--- src/rtl/pipe_pkg.sv ---
// pipe_pkg: shared forwarding encodings, FSM states and defaults for the hazard controller.
package pipe_pkg;
    localparam int REGW_DEF = 5;
    localparam logic [1:0] FWD_REG = 2'b00;
    localparam logic [1:0] FWD_MEM = 2'b10;
    localparam logic [1:0] FWD_WB = 2'b01;
    typedef enum logic {S_IDLE, S_RUN} stateT;
    function automatic logic [1:0] fwdSel(input logic memHit, input logic wbHit);
        return memHit ? FWD_MEM : wbHit ? FWD_WB : FWD_REG;
    endfunction
endpackage

--- src/rtl/pipe_hazard_ctrl_sat_counter.sv ---
// sat_counter: counter that sticks at all-ones, cleared by async active-low reset.
module sat_counter #(
    parameter int CNTW = 16
) (
    input logic clk,
    input logic reset,
    input logic inc,
    output logic [CNTW-1:0] count
);
    always_ff @(posedge clk or negedge reset) begin
        if (!reset) count <= '0;
        else if (inc && count != '1) count <= count + 1'b1;
    end
endmodule

--- src/rtl/pipe_hazard_ctrl.sv ---
// pipe_hazard_ctrl: stall/flush/forwarding control for the 5-stage pipeline,
// with multicycle EX interlock and saturating stall/flush counters.
module pipe_hazard_ctrl
    import pipe_pkg::*;
#(
    parameter int REGW = REGW_DEF,
    parameter int MC_LAT = 32,
    parameter int CNTW = 16,
    parameter bit FWD_EN = 1'b1
) (
    input logic clk,
    input logic reset,
    input logic [REGW-1:0] id_rs_addr,
    input logic [REGW-1:0] id_rt_addr,
    input logic id_rs_used,
    input logic id_rt_used,
    input logic id_is_branch,
    input logic id_redirect,
    input logic id_mc_op,
    input logic [REGW-1:0] ex_rs_addr,
    input logic [REGW-1:0] ex_rt_addr,
    input logic ex_reg_write,
    input logic ex_mem_read,
    input logic [REGW-1:0] ex_wr_addr,
    input logic mem_reg_write,
    input logic mem_mem_read,
    input logic [REGW-1:0] mem_wr_addr,
    input logic wb_reg_write,
    input logic [REGW-1:0] wb_wr_addr,
    output logic pc_write,
    output logic ifid_write,
    output logic ifid_flush,
    output logic idex_write,
    output logic idex_flush,
    output logic exmem_bubble,
    output logic [1:0] fwd_a,
    output logic [1:0] fwd_b,
    output logic mc_busy,
    output logic mc_done,
    output logic [CNTW-1:0] stall_cnt,
    output logic [CNTW-1:0] flush_cnt
);
    localparam int CW = $clog2(MC_LAT);
    stateT state, stateNext;
    logic [CW-1:0] mcCnt;
    logic exMatch, memMatch, hazard, mcLast;
    logic memHitA, memHitB, wbHitA, wbHitB;

    assign exMatch = ex_reg_write && ex_wr_addr != '0 &&
        ((id_rs_used && ex_wr_addr == id_rs_addr) || (id_rt_used && ex_wr_addr == id_rt_addr));
    assign memMatch = mem_reg_write && mem_wr_addr != '0 &&
        ((id_rs_used && mem_wr_addr == id_rs_addr) || (id_rt_used && mem_wr_addr == id_rt_addr));
    // Without forwarding every in-flight producer must drain; WB is covered by the write-first regfile
    assign hazard = FWD_EN ? ((ex_mem_read || id_is_branch) && exMatch) || (id_is_branch && mem_mem_read && memMatch)
                           : exMatch || memMatch;

    assign memHitA = mem_reg_write && mem_wr_addr != '0 && mem_wr_addr == ex_rs_addr;
    assign memHitB = mem_reg_write && mem_wr_addr != '0 && mem_wr_addr == ex_rt_addr;
    assign wbHitA = wb_reg_write && wb_wr_addr != '0 && wb_wr_addr == ex_rs_addr;
    assign wbHitB = wb_reg_write && wb_wr_addr != '0 && wb_wr_addr == ex_rt_addr;
    assign fwd_a = (reset && FWD_EN) ? fwdSel(memHitA, wbHitA) : FWD_REG;
    assign fwd_b = (reset && FWD_EN) ? fwdSel(memHitB, wbHitB) : FWD_REG;

    assign mcLast = mcCnt == '0;
    assign mc_busy = state == S_RUN;

    always_comb begin
        stateNext = state;
        pc_write = 1'b1;
        ifid_write = 1'b1;
        ifid_flush = 1'b0;
        idex_write = 1'b1;
        idex_flush = 1'b0;
        exmem_bubble = 1'b0;
        mc_done = 1'b0;
        if (!reset) begin
            pc_write = 1'b0;
            ifid_write = 1'b0;
            ifid_flush = 1'b1;
            idex_flush = 1'b1;
            exmem_bubble = 1'b1;
        end else if (state == S_RUN) begin
            pc_write = 1'b0;
            ifid_write = 1'b0;
            idex_write = 1'b0;
            exmem_bubble = !mcLast;
            mc_done = mcLast;
            stateNext = mcLast ? S_IDLE : S_RUN;
        end else begin
            pc_write = !hazard;
            ifid_write = !hazard;
            idex_flush = hazard;
            ifid_flush = !hazard && id_redirect;
            stateNext = (id_mc_op && !hazard) ? S_RUN : S_IDLE;
        end
    end

    // Counter is loaded every idle cycle so RUN always spans exactly MC_LAT cycles
    always_ff @(posedge clk or negedge reset) begin
        if (!reset) begin
            state <= S_IDLE;
            mcCnt <= '0;
        end else begin
            state <= stateNext;
            mcCnt <= (state == S_RUN) ? mcCnt - 1'b1 : CW'(MC_LAT - 1);
        end
    end

    sat_counter #(.CNTW(CNTW)) uStallCnt (
        .clk(clk), .reset(reset), .inc(reset && !pc_write), .count(stall_cnt)
    );
    sat_counter #(.CNTW(CNTW)) uFlushCnt (
        .clk(clk), .reset(reset), .inc(reset && ifid_flush), .count(flush_cnt)
    );
endmodule
--- config.mk ---
export PLATFORM = sky130hd
export DESIGN_NAME = pipe_hazard_ctrl
export DESIGN_NICKNAME = d
export VERILOG_FILES = /design/src/rtl/pipe_pkg.sv /design/src/rtl/pipe_hazard_ctrl_sat_counter.sv /design/src/rtl/pipe_hazard_ctrl.sv
export SDC_FILE = /design/constraint.sdc
export NUM_CORES = 1
export LEC_CHECK = 0
export CAP_MARGIN = 20
export CORE_MARGIN = 2
export CORE_UTILIZATION = 28
export CTS_CLUSTER_SIZE = 24
export DETAILED_ROUTE_END_ITERATION = 8
export GPL_ROUTABILITY_DRIVEN = 0
export PLACE_DENSITY_LB_ADDON = 0.12
export SYNTH_ARGS = -nofsm -noshare
export SYNTH_HDL_FRONTEND = slang
export SYNTH_SLANG_ARGS = --single-unit
--- constraint.sdc ---
create_clock -name clk -period 2.7 [get_ports clk]
set_input_delay 0.27 -clock clk [delete_from_list [all_inputs] [get_ports clk]]
set_output_delay 0.27 -clock clk [all_outputs]
set_load 0.1 [all_outputs]
# == Yosys cells after proc, flatten, opt, wreduce, memory -nomap -nowiden ==
# Cells that the tools add are included.
# totals
ram_bits,0
output_inout_bits,44
latchBits,0
memories,0
register_bits,38
word_cells,72
rom_bits,0
input_bits,47
# classes
n_eq_ne,10
magnitude_cmp,0
reduce_logical,33
shifts,0
n_addsub,3
n_div,0
mux,22
bitwise,0
n_mul,0
# ops
cell,count
equality test 5 bit,8
"adder 16 x 1 -> 16 bit, second input constant",2
"!= test 16 bit, second input constant",2
logical AND 1 bit,22
2-to-1 mux 1 bit,17
nonzero test 5 bit,3
2-to-1 mux 2 bit,4
zero test 5 bit,1
2-to-1 mux 5 bit,1
"subtractor 5 x 1 -> 5 bit, second input constant",1
logical OR 1 bit,4
zero test 1 bit,3

# == Depth between registers and ports, before layout ==
# depth
depth_word,12
mapped_depth,8
ltp_nobuf,6

# == By module ==
# A second synthesis with hierarchy kept.
# hier_totals
cells_unflattened,258
hier_area_um2,2641.3
# by_module_without_submodules
mod,seq_area_each_um2,cells_per_inst,instances,area_each_um2
sat_counter,400.4,72,2,859.6
pipe_hazard_ctrl,150.1,114,1,922.1

# == Least setup slack after synthesis ==
# No wires, ideal clock.
# synth_path
kind,input -> output
startpoint,in mem_wr_addr[1]
endpoint,out fwd_a[0]
path_slack_ns,-1.702
stages,5
n_path_buf,1
arrival_time_ns,4.132
required_time_ns,2.430
path_cell_list,buf_2 > or4_1 > o21ai_2 > nor4_1 > nor4_1
# synth_between
elab_chain_cells,5
elab_cells_between_ends,6
cone_classes,eq/ne (1); mux (2); reduce/logical (3)
# synth_rtl
element,line,source
start: declaration,pipe_hazard_ctrl.sv:27,"input logic [REGW-1:0] mem_wr_addr,"
nonzero test 5 bit,pipe_hazard_ctrl.sv:57,assign memHitA = mem_reg_write && mem_wr_addr != '0 && mem_wr_addr == ex_rs_addr;
logical AND 1 bit,pipe_hazard_ctrl.sv:57,
logical AND 1 bit *,pipe_hazard_ctrl.sv:57,
2-to-1 mux 2 bit *,pipe_pkg.sv:9,return memHit ? FWD_MEM : wbHit ? FWD_WB : FWD_REG;
2-to-1 mux 2 bit *,pipe_hazard_ctrl.sv:61,"assign fwd_a = (reset && FWD_EN) ? fwdSel(memHitA, wbHitA) : FWD_REG;"
end: declaration,pipe_hazard_ctrl.sv:36,"output logic [1:0] fwd_a,"
# Every way passes the cells marked *; elsewhere a longest branch is shown, timed or not.

# == Final worst setup path ==
# layout_path
startpoint,in mem_wr_addr[0]
endpoint,out fwd_b[1]
# layout_between
elab_chain_cells,5
elab_cells_between_ends,6
cone_classes,eq/ne (1); mux (2); reduce/logical (3)
# layout_rtl
element,line,source
nonzero test 5 bit,pipe_hazard_ctrl.sv:58,assign memHitB = mem_reg_write && mem_wr_addr != '0 && mem_wr_addr == ex_rt_addr;
logical AND 1 bit,pipe_hazard_ctrl.sv:58,
logical AND 1 bit *,pipe_hazard_ctrl.sv:58,
2-to-1 mux 2 bit *,pipe_pkg.sv:9,
2-to-1 mux 2 bit *,pipe_hazard_ctrl.sv:62,"assign fwd_b = (reset && FWD_EN) ? fwdSel(memHitB, wbHitB) : FWD_REG;"
end: declaration,pipe_hazard_ctrl.sv:37,"output logic [1:0] fwd_b,"
# Marks and branches as above.

==> metrics.md <==
| Metric | Value |
|---|---|
| Synth Instances | 253 |
| Final WS setup | roughly 0.17 ns |
| Critical path cell sequence | clkdlybuf4s50_1 > o21ai_2 > buf_4 > nor4_1 > and2_1 > buf_12 |
| Worst R2R Path Depth | 6 |
| Relative slew slack | a little under three fifths |
| DR WL/cell | around 15 um |
| Crit end category | output port |
| Final Max Slew Viols | 0 |
| Peak supply drop | about 0.00090 V |
| Drt initial violations | 53 |
| Top-count cell post-synth | xnor2_1 |
| Max-cap violation count | 0 |
| Fin crit period | 2.53 ns |
| Final hold viol count | 0 |
| Worst Clk Skew | roughly 0.0057 ns |
| Post-Syn Area | about 0.0024 mm2 |
| Final Instance Area | 0.00363 mm2 |
| Area grow syn2layout | 49.3% |
| Synth top area share | around 40% |
| Worst slew pin tran | about 0.67 ns |
| Delay of the slowest critical-path stage | approximately 0.67 ns |
| Syn avg cell area | 9.62 um2 |
| HPWL after detailed placement | approximately 5000 um |
| Critical path's slowest cell | clkdlybuf4s50_1 |
| Main synth FF type | dfrtp_1 |
| # IOs | 91 |
| Gr usage total | between 10% and 20% |
| CTS Buf Count | 5 |
| Ys async rst share | 100% |
| Cell Count, Final, Fillers Out | ~460 |
| Number of antenna repair diodes | 0 |
| Total gr overflow | 0 |
| Commonest cells post-synth | xnor2_1 (43), dfrtp_1 (38), xor2_1 (28) |
| # hold bufs at CTS | 0 |
| Share of cells above drive strength 1 | between 20% and 30% |
| First-pass GRT wire length | between 10000 and 15000 um |
| Die Y | a little under 100 um |
| Post-route ant nets | 0 |
| TritonCTS clock tree | built |
| WP data required | around 2.4 ns |
| Final setup viols | 0 |
| CP max FO | 5 |
| Number of synthesized flops with an enable pin | 0 |
| Initial core utilization | between 20 and 30% |
| IO buf count | 90 |
| DP Worst Slack | -0.0389 ns |
| Routed via count | 2179 |
| Core ar. | 0.00859 mm2 |
| NumNets Final | 402 |
| Hold/Removal Path Class | input pin to asynchronous set/reset pin |
| CP bufs+invs | 3 |
| RSZ-0062 raised after global routing | no |
| Placed cell area | 0.00353 mm2 |
| Critical path arrival | 2.26 ns |
| H-tree depth | 2 |
| Number of global-route vias before repair | 2200 |
| # placed instances | about 450 |
| Final Cycle Share | between 90% and 100% |
| Clock Latency Late Sink | about 0.28 ns |
| CP startpoint kind | input pin |
| Worst-path clk slew | 0.07 ns |
| Post-synth cell types | 33 |
| Post-CTS setup buffers | 3 |
| Rows | 34 |
| Post-synth top area cell | dfrtp_1 |
| Initial antenna violation count | 0 |
| PwrDens | about 670 mW/mm2 |
| Number of fill cells | about 850 |
| Clock Path Buffers | 2 |
| CTS sink cnt | 38 |
| Pin count of the biggest net entering global routing | 32 |
| Vias per cell | about 4.7 |
| Die ar. | between 0.009 and 0.01 mm2 |
| CTS resizes | 0 |
| Total Wirelength | about 6700 um |
| Layout Utilization | a little over two fifths |
| Upper clock frequency limit | between 0.3 and 0.4 GHz |
| Total stage count of the critical path | 6 |
| CP top delay family | buffers and inverters |
| Status | complete, no violations |
| Clock root buffer | clkbuf_8 |
| Mapped Nets | between 300 and 400 |
| FF+latch count, synth | 38 |
| Sequential fraction of the synthesis area | between 30% and 40% |
| Die W | 97.2 um |
| Crit Path Class | input pin to output port |
| Dominant cells by area after synthesis | dfrtp_1 (39%), xnor2_1 (15%), xor2_1 (10%), nand4_1 (4.4%), nand2_1 (3.4%) |
| Yosys synthesis warning count | 0 |
| First-pass DRT Iterations | 4 |
| Leakage | 1.58 nW |
| DRC Markers | 0 |
[power breakdown]
group	total (W)	internal, W	switching (W)
clock network	0.000367	0.000173	0.000194
logic	0.00125	0.000372	0.000874
registers	0.000804	0.000675	0.000129
[sequential cells by signal, summed over array words and instances (netlist names)]
signal,flops
uFlushCnt.count,16
uStallCnt.count,16
mcCnt,5
mc_busy,1
[metrics by stage]
step | power [W] | setup TNS (ns) | hold WS, ns
3_5_place_dp | 0.00205 | -0.0899 | 0.428
2_1_floorplan | 0.00169 | 0 | -0.0256
6_report | 0.00242 | 0 | 0.0964
3_3_place_gp | 0.00205 | -0.148 | 0.426
5_1_grt | 0.00255 | 0 | 0.117
4_1_cts | 0.00245 | 0 | 0.111
[logic make-up (layout without fill, tap and decap cells)]
group,count (synthesis),count (layout),share of synthesized area [%]
fa+ha+maj,4,4,2.06
compound gates,13,13,4.01
flops,38,38,39.1
buf+inv,17,115,3.24
mux,3,3,1.39
xor+xnor,71,71,25.6
simple gates,107,107,24.7
[worst paths after layout]
check,start,endpoint,slack [ns]
worst max-delay path,mem_wr_addr[0],fwd_b[1],0.17
worst min-delay path,reset,uFlushCnt.count[11],0.1
worst max register to register,uFlushCnt.count[2],uFlushCnt.count[7],0.55
worst min register to register,mcCnt[0],mcCnt[0],0.47
max in group asynchronous,reset,uStallCnt.count[12],2.31
min in group clk,mcCnt[0],mcCnt[0],0.47
[layer usage]
metal	GRT usage [%]	vias up	share of wire, %
li1	-	1079	-
met1	19.9	1030	49
met2	21.8	68	44
met3	3.67	2	6.2
met4	3.85	0	0.65
met5	0	-	0
[cells in the final DEF (no fill, tap or decap), types with 2 or more instances in the layout]
cell type        Yosys  layout
xor2_1              28      28
nand3b_1             2       2
and4_1               6       6
or4_1                4       4
nand3_1             15      15
o22ai_1              2       2
dfrtp_1             38      38
xnor2_1             43      43
o21ai_2              1       2
and2_1               5       4
nand2_1             22      21
nor4_1               7       5
inv_1                4       4
clkbuf_8             0       5
nor3_1              10      10
o21ai_0              4       3
buf_4                3      49
buf_12               0       9
nand4_1             17      17
mux2_2               2       2
nor4_4               0       2
nor2_1               6       5
clkinv_2             0       2
and3_1               8       8
ha_1                 4       4
a21oi_1              3       3
clkdlybuf4s50_1      0      45
[final cells by class]
type                    count  area, um2  area share, %
clock buffers               5       68.8           1.89
multi-input cells         198       1450           39.9
inverters                   4       15.0          0.413
flip-flops and latches     38        951           26.2
clock inverters             2       10.0          0.275
well taps                 108        135           3.72
repair buffers            104       1000           27.6
[worst register-to-register path, stage by stage (launching register included)]
cell and delay (ns):
dfrtp_1 0.45, and4_1 0.27, and4_1 0.21, and2_0 0.23
a21oi_1 0.53, nand4_1 0.20, xnor2_1 0.16
(Power assumes the default switching activity.)
